[config.mk]
export PLATFORM = sky130hd
export DESIGN_NAME = s2a_sample_packer
export DESIGN_NICKNAME = d
export VERILOG_FILES = /design/src/rtl/s2a_sample_packer.sv
export SDC_FILE = /design/constraint.sdc
export NUM_CORES = 1
export LEC_CHECK = 0
export CORE_ASPECT_RATIO = 1.75
export CORE_MARGIN = 8
export CORE_UTILIZATION = 46
export DETAILED_ROUTE_END_ITERATION = 10
export GPL_TIMING_DRIVEN = 1
export PLACE_DENSITY = 0.87
export REMOVE_ABC_BUFFERS = 1
export SLEW_MARGIN = 20
export SYNTH_ARGS = -nofsm -noshare
export SYNTH_HDL_FRONTEND = slang
export SYNTH_SLANG_ARGS = --single-unit
[constraint.sdc]
create_clock -name Sclk -period 2.4 [get_ports Sclk]
set_input_delay 0.48 -clock Sclk [delete_from_list [all_inputs] [get_ports Sclk]]
set_output_delay 0.48 -clock Sclk [all_outputs]
set_load 0.01 [all_outputs]
[src/rtl/s2a_sample_packer.sv]
// rtl/s2a_sample_packer.sv - decimate and pack 12-bit I/Q samples into buffer write words
//
// Sclk     : stream clock, all state on its rising edge
// rst      : synchronous active-high reset
// sync     : system sync, restarts packing at a word boundary
// en       : capture enable, sampled only between words
// mode     : 0 = one 16-bit I/Q sample per word, 1 = two 8-bit I/Q samples per word
// tp       : 1 = substitute the counting test pattern for the RF samples
// decim    : keep one of every decim+1 accepted samples
// rx_valid : RF sample strobe
// rx_i     : I sample, two's complement
// rx_q     : Q sample, two's complement
// Ien      : one-cycle buffer write strobe per completed word
// Idata    : buffer write data, valid with Ien
// scnt     : words written since reset/sync, wraps at 2^32

module s2a_sample_packer #(
    parameter int DW = 32,
    parameter int SW = 12
) (
    input  logic          Sclk,
    input  logic          rst,
    input  logic          sync,
    input  logic          en,
    input  logic          mode,
    input  logic          tp,
    input  logic [7:0]    decim,
    input  logic          rx_valid,
    input  logic [SW-1:0] rx_i,
    input  logic [SW-1:0] rx_q,
    output logic          Ien,
    output logic [DW-1:0] Idata,
    output logic [31:0]   scnt
);

    localparam int HW = DW / 2;   // half-word: one I or Q in mode 0, one packed sample in mode 1
    localparam int BW = HW / 2;   // bits kept per component in mode 1

    typedef enum logic {
        PH_LO = 1'b0,   // next kept sample starts a word
        PH_HI = 1'b1    // low half held, next kept sample completes the word
    } phase_t;

    phase_t          phase;
    phase_t          phase_nx;
    logic            run;
    logic            mode_l;
    logic [7:0]      dcnt;
    logic [SW-1:0]   tpcnt;
    logic [HW-1:0]   low;

    logic            accept;
    logic            keep;
    logic [SW-1:0]   src_i;
    logic [SW-1:0]   src_q;
    logic [HW-1:0]   half;
    logic [DW-1:0]   wide;
    logic [DW-1:0]   word;
    logic            word_done;

    always_comb begin
        accept    = run & (tp | rx_valid);
        keep      = accept & (dcnt == 8'd0);
        src_i     = tp ? tpcnt  : rx_i;
        src_q     = tp ? ~tpcnt : rx_q;
        half      = {src_q[SW-1 -: BW], src_i[SW-1 -: BW]};
        wide      = {{(HW-SW){src_q[SW-1]}}, src_q, {(HW-SW){src_i[SW-1]}}, src_i};
        phase_nx  = phase;
        word_done = 1'b0;
        word      = wide;
        if (keep) begin
            if (!mode_l) begin
                word_done = 1'b1;
            end else if (phase == PH_LO) begin
                phase_nx = PH_HI;
            end else begin
                phase_nx  = PH_LO;
                word_done = 1'b1;
                word      = {half, low};
            end
        end
    end

    always_ff @(posedge Sclk) begin
        if (rst) begin
            phase  <= PH_LO;
            run    <= 1'b0;
            mode_l <= 1'b0;
            dcnt   <= 8'd0;
            tpcnt  <= '0;
            low    <= '0;
            Ien    <= 1'b0;
            Idata  <= '0;
            scnt   <= 32'd0;
        end else if (sync) begin
            // Idata deliberately keeps its last value across sync.
            phase  <= PH_LO;
            run    <= 1'b0;
            mode_l <= 1'b0;
            dcnt   <= 8'd0;
            tpcnt  <= '0;
            low    <= '0;
            Ien    <= 1'b0;
            scnt   <= 32'd0;
        end else begin
            phase <= phase_nx;

            // Enable and format are only re-sampled between words, so a
            // word is never cut short or built from mixed formats.
            if (phase == PH_LO) begin
                run    <= en;
                mode_l <= mode;
            end

            // A run rising edge restarts decimation so its first sample is kept.
            if (phase == PH_LO && en && !run) begin
                dcnt <= 8'd0;
            end else if (accept) begin
                dcnt <= (dcnt == 8'd0) ? decim : dcnt - 8'd1;
            end

            if (keep && tp) begin
                tpcnt <= tpcnt + SW'(1);
            end

            if (keep && mode_l && phase == PH_LO) begin
                low <= half;
            end

            Ien <= word_done;
            if (word_done) begin
                Idata <= word;
                scnt  <= scnt + 32'd1;
            end
        end
    end

endmodule
Yosys cells after proc, flatten, opt, wreduce, memory -nomap -nowiden
Cells that the tools add are included.
W data, S select, Z words.
{"block": "classes", "n_addsub": 3, "mul": 0, "div_mod_pow": 0, "magnitude_cmp": 0, "eq_ne": 0, "n_shift": 0, "n_mux": 10, "bitwise_logic": 6, "reduce_logical": 11}
{"op": "$mux W31", "n": 3}
{"op": "$add A32 B1 Y32 const B", "n": 1}
{"op": "$mux W12", "n": 2}
{"op": "$add A12 B1 Y12 const B", "n": 1}
{"op": "$not A12 Y12", "n": 1}
{"op": "$logic_not A8 Y1", "n": 1}
{"op": "$mux W8", "n": 1}
{"op": "$sub A8 B1 Y8 const B", "n": 1}
{"op": "$logic_and A1 B1 Y1", "n": 5}
{"op": "$mux W1", "n": 4}
{"op": "$reduce_and A2 Y1", "n": 2}
{"op": "$reduce_or A3 Y1", "n": 1}
{"op": "$and A1 B1 Y1", "n": 2}
{"op": "$not A1 Y1", "n": 2}
{"op": "$reduce_or A2 Y1", "n": 1}
{"op": "$logic_not A1 Y1", "n": 1}
{"op": "$or A1 B1 Y1", "n": 1}
{"block": "totals", "register_bits": 104, "latchBits": 0, "ramBits": 0, "mem_bits_ro": 0, "in_bits": 39, "output_inout_bits": 65, "elab_cells": 39, "mem_count": 0}

Logic depth before layout (Yosys ltp)
Gate-level depths: netlist of run 1.
{"block": "logic_depth", "depth_word": 5, "depth_mapped": 9}

Least setup slack after synthesis of run 1
No wires, ideal clock.
{"block": "synth_timing", "kind": "register -> register", "from": "register dcnt[0]", "to": "register Idata[25]", "setup_ps": 117, "t_arrival_ps": 2244, "slack_ps": 39, "path_stages_with_launch": 9, "n_path_buf": 2, "path_cell_list": "dfxtp_1 > inv_1 > ha_1 > or4b_1 > clkbuf_1 > nor4_1 > clkbuf_1 > nand2_1 > a32o_1"}
{"block": "synth_between", "elab_chain_len": 4, "word_cells_on_any_way": 5, "cone_classes": "2 x mux; 1 x bitwise; 2 x reduce/logical"}
{"element": "start: declaration", "line": "48", "source": "logic [7:0] dcnt;"}
{"element": "start signal: assignment", "line": "119", "source": "dcnt <= (dcnt == 8'd0) ? decim : dcnt - 8'd1;"}
{"element": "$logic_not A8 Y1 *", "line": "63", "source": "keep = accept & (dcnt == 8'd0);"}
{"element": "$and A1 B1 Y1 *", "line": "63"}
{"element": "$mux W1", "line": "71", "source": "if (keep) begin"}
{"element": "$reduce_and A2 Y1 (no source line)"}
{"element": "end signal: assignment", "line": "132", "source": "Idata <= word;"}
{"element": "end: declaration", "line": "32", "source": "output logic [DW-1:0] Idata,"}
Every way passes the cells marked *; elsewhere a longest branch is shown, timed or not.
A chain may end at the register's enable or synchronous reset.

Worst setup path in the final report of run 1
{"block": "layout_timing", "from": "register dcnt[1]", "to": "register scnt[26]"}
{"block": "layout_between", "elab_chain_len": 3}
{"element": "$logic_not A8 Y1", "line": "63"}
{"element": "$and A1 B1 Y1", "line": "63"}
{"element": "$mux W1", "line": "71"}
{"element": "end signal: assignment", "line": "133", "source": "scnt <= scnt + 32'd1;"}
{"element": "end: declaration", "line": "33", "source": "output logic [31:0] scnt"}
No other way between the ends.

==> flow_summary_export.csv, run 1 <==
group,metric,value,unit
yosys,synth_xor_area_share,5.38,%
power_and_ir_drop,power.internal,2.70,mW
sta,rsz0062_at_grt,"false",
worst_setup_path,critical_path.top_delay_family,"simple AND/OR/NAND/NOR gates",
worst_setup_path,critPathKind,"reg2reg",
drt,wl_per_cell,17.9,µm
floorplanning,placeableCoreArea,10100,µm²
sta,fin_crit_sh,95.7,%
yosys,synth_edf_count,0,
sta,finalSetupTns,0,ps
yosys,synth_top_family_by_area,"simple AND/OR/NAND/NOR gates",
global_routing,grt_pass1_wl,23.2,mm
hold_path,hold_path_class,"reg2reg",
drt,vias,4674,
yosys,synth_mux_area_share,5.77,%
power_and_ir_drop,total_power,3.52,mW
power_and_ir_drop,power_density,537,nW/µm²
power_and_ir_drop,clock_power_share,42.3,%
power_and_ir_drop,total_leakage_power,2.32,nW
sta,fin_skew,8.11,ps
yosys,synth-compound-area-share,17.1,%
placed_design,dp.cells,800,
run_status,status,"finished, final reports clean",
clock_network,tritoncts,"yes",
worst_setup_path,crit_chain,"inv_1 -> ha_4 -> or4b_4 -> nor3_4 -> nand3_1 -> buf_4 -> or3_1 -> a21oi_1",
cells_and_area,syn_to_final_growth,38.9,%
sta,final-hold-violation-count,0,
yosys,synth_area,4720,µm²
cells_and_area,antennaDiodeCount,0,
floorplanning,die_area,13900,µm²
floorplanning,die_y,150,µm
cells_and_area,design_area,6560,µm²
global_routing,grt_max_degree,42,
placed_design,placed_area,6190,µm²
worst_setup_path,start_kind,"flip-flop",
worst_setup_path,cp_max_fo,11,
sta,setup_violations,0,
global_routing,grt-ovfl-total,0,
power_and_ir_drop,combPwrFrac,8.0,%
clock_network,hold_buffers,0,
placed_design,hpwl,10.8,mm
clock_network,root_buffer,"clkbuf_16",
cells_and_area,drive_above_1_share,11.3,%
global_routing,grt_pass1_vias,4737,
power_and_ir_drop,p_seq_share,49.6,%
clock_network,clock-sinks,104,
sta,post-route-min-period,2300,ps
power_and_ir_drop,irDropWorstVdd,0.000386,V
yosys,synth-seq-cells,104,
sta,fmax,0.435,GHz
global_routing,antenna_found_initial,0,
floorplanning,die_w,92.6,µm
power_and_ir_drop,p_sw,0.820,mW
floorplanning,initial_core_util,46.7,%
worst_setup_path,cp.arrival,2580,ps
cells_and_area,mostFrequentLayoutCells,"dfxtp_1 (104), clkdlybuf4s50_1 (103), nor2_1 (65)",
sta,relSlewSlack,54.7,%
power_and_ir_drop,switching_share,23.3,%
clock_network,clockBufferDepth,2,
drt,initialDrtViolationCount,230,
clock_network,clock_latency,350,ps
sta,max_slew.worst_pin.slew,675,ps
floorplanning,io_pins,104,
drt,wirelength,14.6,mm
drt,via_per_inst,5.71,
cells_and_area,final_cells,818,
yosys,synth-simple-area-share,22.3,%
cells_and_area,mostFrequentLayoutCell,"dfxtp_1",
worst_setup_path,critPathMaxStageDelay,530,ps
worst_setup_path,rr_worst_depth,8,
hold_path,hold_depth,1,
yosys,ys_seq_area_share,44.1,%
worst_setup_path,crit_slowest_cell,"or4b_4",
clock_network,clkTransAtPathRegs,70,ps
worst_setup_path,crit_buf_inv,2,
cells_and_area,fin_util,64.8,%
drt,final_antenna_net_count,0,
placed_design,portBuffers,103,
cells_and_area,final_nets,729,
yosys,yosys_warnings,0,
yosys,synthAdderAreaFrac,1.06,%
yosys,ys_async_sr_fraction,0,%
placed_design,post-place-ws,-66.0,ps
sta,whs,467,ps
clock_network,cts_buffers,9,
clock_network,htreeDepth,3,
yosys,synth.distinct_cells,44,
floorplanning,rows,49,
placed_design,gp_congestion,0.864,
yosys,syn_area_per_cell,8.46,µm²
sta,slew_violations,0,
sta,setup_slack,103,ps
global_routing,track_usage,20.7,%
worst_setup_path,crit_path_end_kind,"flip-flop",
yosys,synthCells,558,
drt,drtPass1Iterations,4,
job,cap_viol_max_count,0,
worst_setup_path,required,2680,ps
yosys,synth_ff_type,"dfxtp_1",
drt,route.detailed.drc,0,
worst_setup_path,critical_path_depth,8,
[power groups by stage]
| stage | registers (mW) | clock network (mW) | logic [mW] |
|---|---|---|---|
| finish | 1.75 | 1.49 | 0.283 |
| global route | 1.75 | 1.58 | 0.303 |
| CTS | 1.75 | 1.51 | 0.276 |
| detailed placement | 1.79 | 0 | 0.272 |
| global placement | 1.79 | 0 | 0.267 |
| floorplan | 1.79 | 0 | 0.100 |
[state kept, by name (all words and copies together) (netlist names)]
signal  count
low        16
Idata      32
mode_l      1
tpcnt      12
scnt       32
run         1
dcnt        8
Ien         1
phase       1
[what timing repair did]
item	CTS	global route
setup buffers	0	2
setup endpoints to repair	9	13
resized for setup	2	7
[cell type report]
class,instances,area [µm²]
multi-input cells,401,2500
well taps,127,159
clock buffers,9,225
clock inverters,7,80.1
inverters,19,72.6
repair buffers,151,1440
flip-flops and latches,104,2080
fillers,843,3560
[final timing paths]
check	endpoint	start	slack, ps
min reg2reg	Idata[15]$_SDFFE_PP0P_	Idata[15]$_SDFFE_PP0P_	470
max	scnt[26]$_SDFFE_PP0P_	dcnt[1]$_SDFFE_PP0N_	100
max reg2reg	scnt[26]$_SDFFE_PP0P_	dcnt[1]$_SDFFE_PP0N_	100
min	Idata[15]$_SDFFE_PP0P_	Idata[15]$_SDFFE_PP0P_	470
[cell families (layout without fill, tap and decap cells)]
kind of cell	Yosys count	in the layout
muxes	27	27
adders and majority gates	4	4
xor gates and xnor gates	29	29
DFF	104	104
buffers and inverters	53	186
and+or+nand+nor	221	221
AOI/OAI and AO/OA	120	120
[layer usage]
layer	global-route usage [%]	vias up	wire, µm
met5	0	-	0
met4	7.46	0	347
met3	5.32	25	851
met2	39.6	150	7910
met1	20.7	2250	5520
li1	-	2249	-
[worst register-to-register path, delay by kind of cell (launching register included)]
family	cells	cell delay (ps)
adders and majority gates	1	170
AOI/OAI and AO/OA	1	150
and+or+nand+nor	4	1250
buffers and inverters	2	320
DFF	1	340
[synthesized netlist by cell type (16+ instances only)]
master / number / area (µm²)
xnor2_1: 20 / 175
mux2i_1: 25 / 250
a211oi_1: 19 / 143
nand2_1: 60 / 225
inv_1: 18 / 67.6
nand3_1: 16 / 80.1
dfxtp_1: 104 / 2080
a21oi_1: 26 / 130
nor2_1: 67 / 251
clkbuf_1: 28 / 105
or3_1: 16 / 100
o21ai_0: 31 / 155
a22o_1: 19 / 166
(Power assumes the default switching activity.)
==> inputs of run 2 (changes only) <==
==> constraint.sdc (replaced) <==
create_clock -name Sclk -period 2.4 [get_ports Sclk]
set_input_delay 0.24 -clock Sclk [delete_from_list [all_inputs] [get_ports Sclk]]
set_output_delay 0.24 -clock Sclk [all_outputs]
set_load 0.01 [all_outputs]
==> run 2 against run 1 <==
Cell area down 1.8%. Clock skew down 2.0 ps. Sequential power about the same. Sequential share of layout area up 0.66 points. Register-to-register slack better by 30 ps. Worst setup slack better by 33 ps. Clock power up 7%. Via count down 4.2%. Total power up 2.2%. Non-clock buffer count down 16. Highest routed layer unchanged.
==> flow_summary_export.csv, run 2 (synthesis gave the netlist of run 1 again) <==
group,metric,value,unit
worst_setup_path,cp.arrival,2530,ps
worst_setup_path,critical_path.top_delay_family,"simple AND/OR/NAND/NOR gates",
clock_network,root_buffer,"clkbuf_16",
placed_design,gp_congestion,0.900,
cells_and_area,fill_cells,833,
power_and_ir_drop,power_density,559,nW/µm²
drt,drtPass1Iterations,5,
worst_setup_path,critical_path_depth,6,
hold_path,hold_depth,1,
power_and_ir_drop,clock_power_share,44.3,%
worst_setup_path,r2r_setup_slack,140,ps
cells_and_area,mostFrequentLayoutCells,"clkdlybuf4s50_1 (103), dfxtp_1 (101), nor2_1 (65)",
power_and_ir_drop,p_seq_share,48.6,%
hold_path,hold_path_class,"reg2reg",
cells_and_area,drive_above_1_share,9.33,%
drt,initialDrtViolationCount,249,
clock_network,post_cts_buffers,0,
sta,setup_slack,136,ps
global_routing,grt_pass1_vias,4563,
hold_path,min_from,"Idata[11]$_SDFFE_PP0P_",
drt,wl_per_cell,16.8,µm
clock_network,clock_latency,340,ps
sta,slew_violations,0,
floorplanning,die_area,13900,µm²
clock_network,cts_buffers,9,
drt,wirelength,13.5,mm
power_and_ir_drop,irDropWorstVdd,0.000536,V
global_routing,grt_pass1_wl,22.1,mm
clock_network,clock-sinks,104,
clock_network,htreeDepth,3,
worst_setup_path,crit_buf_inv,1,
sta,setup_violations,0,
power_and_ir_drop,switching_share,21.1,%
power_and_ir_drop,total_leakage_power,2.25,nW
cells_and_area,mostFrequentLayoutCell,"clkdlybuf4s50_1",
cells_and_area,final_nets,713,
floorplanning,initial_core_util,46.7,%
clock_network,clkTransAtPathRegs,70,ps
floorplanning,io_pins,104,
hold_path,hold_end,"Idata[11]$_SDFFE_PP0P_",
worst_setup_path,crit_chain,"nand4_2 -> or4_4 -> buf_4 -> or4_1 -> or3_1 -> a21oi_1",
worst_setup_path,cp_max_fo,6,
sta,fin_skew,6.16,ps
worst_setup_path,crit_slowest_cell,"or4_1",
clock_network,tritoncts,"yes",
run_status,status,"finished, final reports clean",
drt,vias,4478,
clock_network,clockBufferDepth,2,
floorplanning,rows,49,
cells_and_area,fin_util,63.6,%
worst_setup_path,critPathKind,"reg2reg",
power_and_ir_drop,p_sw,0.760,mW
placed_design,hpwl,10.2,mm
placed_design,portBuffers,103,
sta,fin_crit_sh,94.4,%
job,cap_viol_max_count,0,
worst_setup_path,start_kind,"flip-flop",
cells_and_area,reg_top3,"Idata (32), scnt (32), low (16)",
sta,max_slew.worst_pin.slew,688,ps
worst_setup_path,r2r-start,"scnt[11]$_SDFFE_PP0P_",
cells_and_area,syn_to_final_growth,36.3,%
floorplanning,placeableCoreArea,10100,µm²
drt,final_antenna_net_count,0,
power_and_ir_drop,combPwrFrac,7.2,%
sta,final-hold-violation-count,0,
sta,rsz0062_at_grt,"false",
placed_design,post-place-ws,31.6,ps
global_routing,track_usage,19.7,%
cells_and_area,antennaDiodeCount,0,
worst_setup_path,r2r-end,"scnt[30]$_SDFFE_PP0P_",
sta,relSlewSlack,53.8,%
power_and_ir_drop,power.internal,2.84,mW
global_routing,grt_max_degree,42,
worst_setup_path,crit_path_end_kind,"flip-flop",
sta,fmax,0.442,GHz
global_routing,antenna_found_initial,0,
worst_setup_path,required,2670,ps
global_routing,grt-ovfl-total,0,
worst_setup_path,rr_worst_depth,6,
drt,route.detailed.drc,0,
floorplanning,die_y,150,µm
floorplanning,die_w,92.6,µm
sta,post-route-min-period,2260,ps
drt,via_per_inst,5.58,
worst_setup_path,critPathMaxStageDelay,530,ps
run 2: power by group through the flow:
stage          clock [mW]  combinational (mW)  sequential [mW]
6_report             1.59               0.258             1.75
5_1_grt              1.71               0.278             1.75
4_1_cts              1.62               0.257             1.75
3_5_place_dp            0               0.255             1.79
3_3_place_gp            0               0.252             1.79
2_1_floorplan           0               0.100             1.79
run 2: cell type report:
| type | count | area [µm²] | share of cell area [%] |
|---|---|---|---|
| Multi-Input combinational cell | 401 | 2480 | 38.5 |
| Sequential cell | 104 | 2090 | 32.4 |
| Timing Repair Buffer | 135 | 1310 | 20.3 |
| Clock buffer | 12 | 256 | 3.98 |
| Tap cell | 127 | 159 | 2.47 |
| Clock inverter | 4 | 76.3 | 1.19 |
| Inverter | 19 | 72.6 | 1.13 |
run 2: worst max-delay path by stage:
stage | startpoint | to | slack (ps)
after detailed placement | dcnt[1]$_SDFFE_PP0N_ | scnt[18]$_SDFFE_PP0P_ | 30
final | scnt[11]$_SDFFE_PP0P_ | scnt[30]$_SDFFE_PP0P_ | 140
after global routing | dcnt[1]$_SDFFE_PP0N_ | scnt[30]$_SDFFE_PP0P_ | 2
after global placement | dcnt[1]$_SDFFE_PP0N_ | scnt[28]$_SDFFE_PP0P_ | 90
after CTS | dcnt[1]$_SDFFE_PP0N_ | scnt[26]$_SDFFE_PP0P_ | 10
after floorplan | dcnt[0]$_SDFFE_PP0N_ | Idata[0]$_SDFFE_PP0P_ | -2160
run 2: timing repair:
| action | 4_1_cts | 5_1_grt |
|---|---|---|
| endpoints found under the setup margin | 0 | 56 |
| hold buffers | 0 | 0 |
| resized for setup | 0 | 9 |
| endpoints found under the hold margin | 0 | 0 |
run 2: through the flow:
stage	power, mW	area [µm²]	hold slack (ps)	setup TNS (ps)	std cells
floorplan	1.89	4590	313	-73650	524
global placement	2.04	6070	452	0	786
detailed placement	2.04	6070	452	0	786
CTS	3.62	6400	472	0	802
global route	3.73	6440	484	0	802
finish	3.60	6440	471	0	802
run 2: metal layers:
metal / share of wire [%] / routed length, µm / vias up / track usage, %
met5: 0 / 0 / - / 0
met3: 6.6 / 890 / 17 / 5.42
li1: - / - / 2226 / -
met2: 53 / 7110 / 138 / 36.3
met4: 2.1 / 289 / 0 / 7.46
met1: 38 / 5190 / 2097 / 20.4
==> inputs of run 3 (changes only) <==
- CAP_MARGIN: default -> 25
==> results of run 3 <==
Final layout, timing and power as in run 2 (identical DEF).
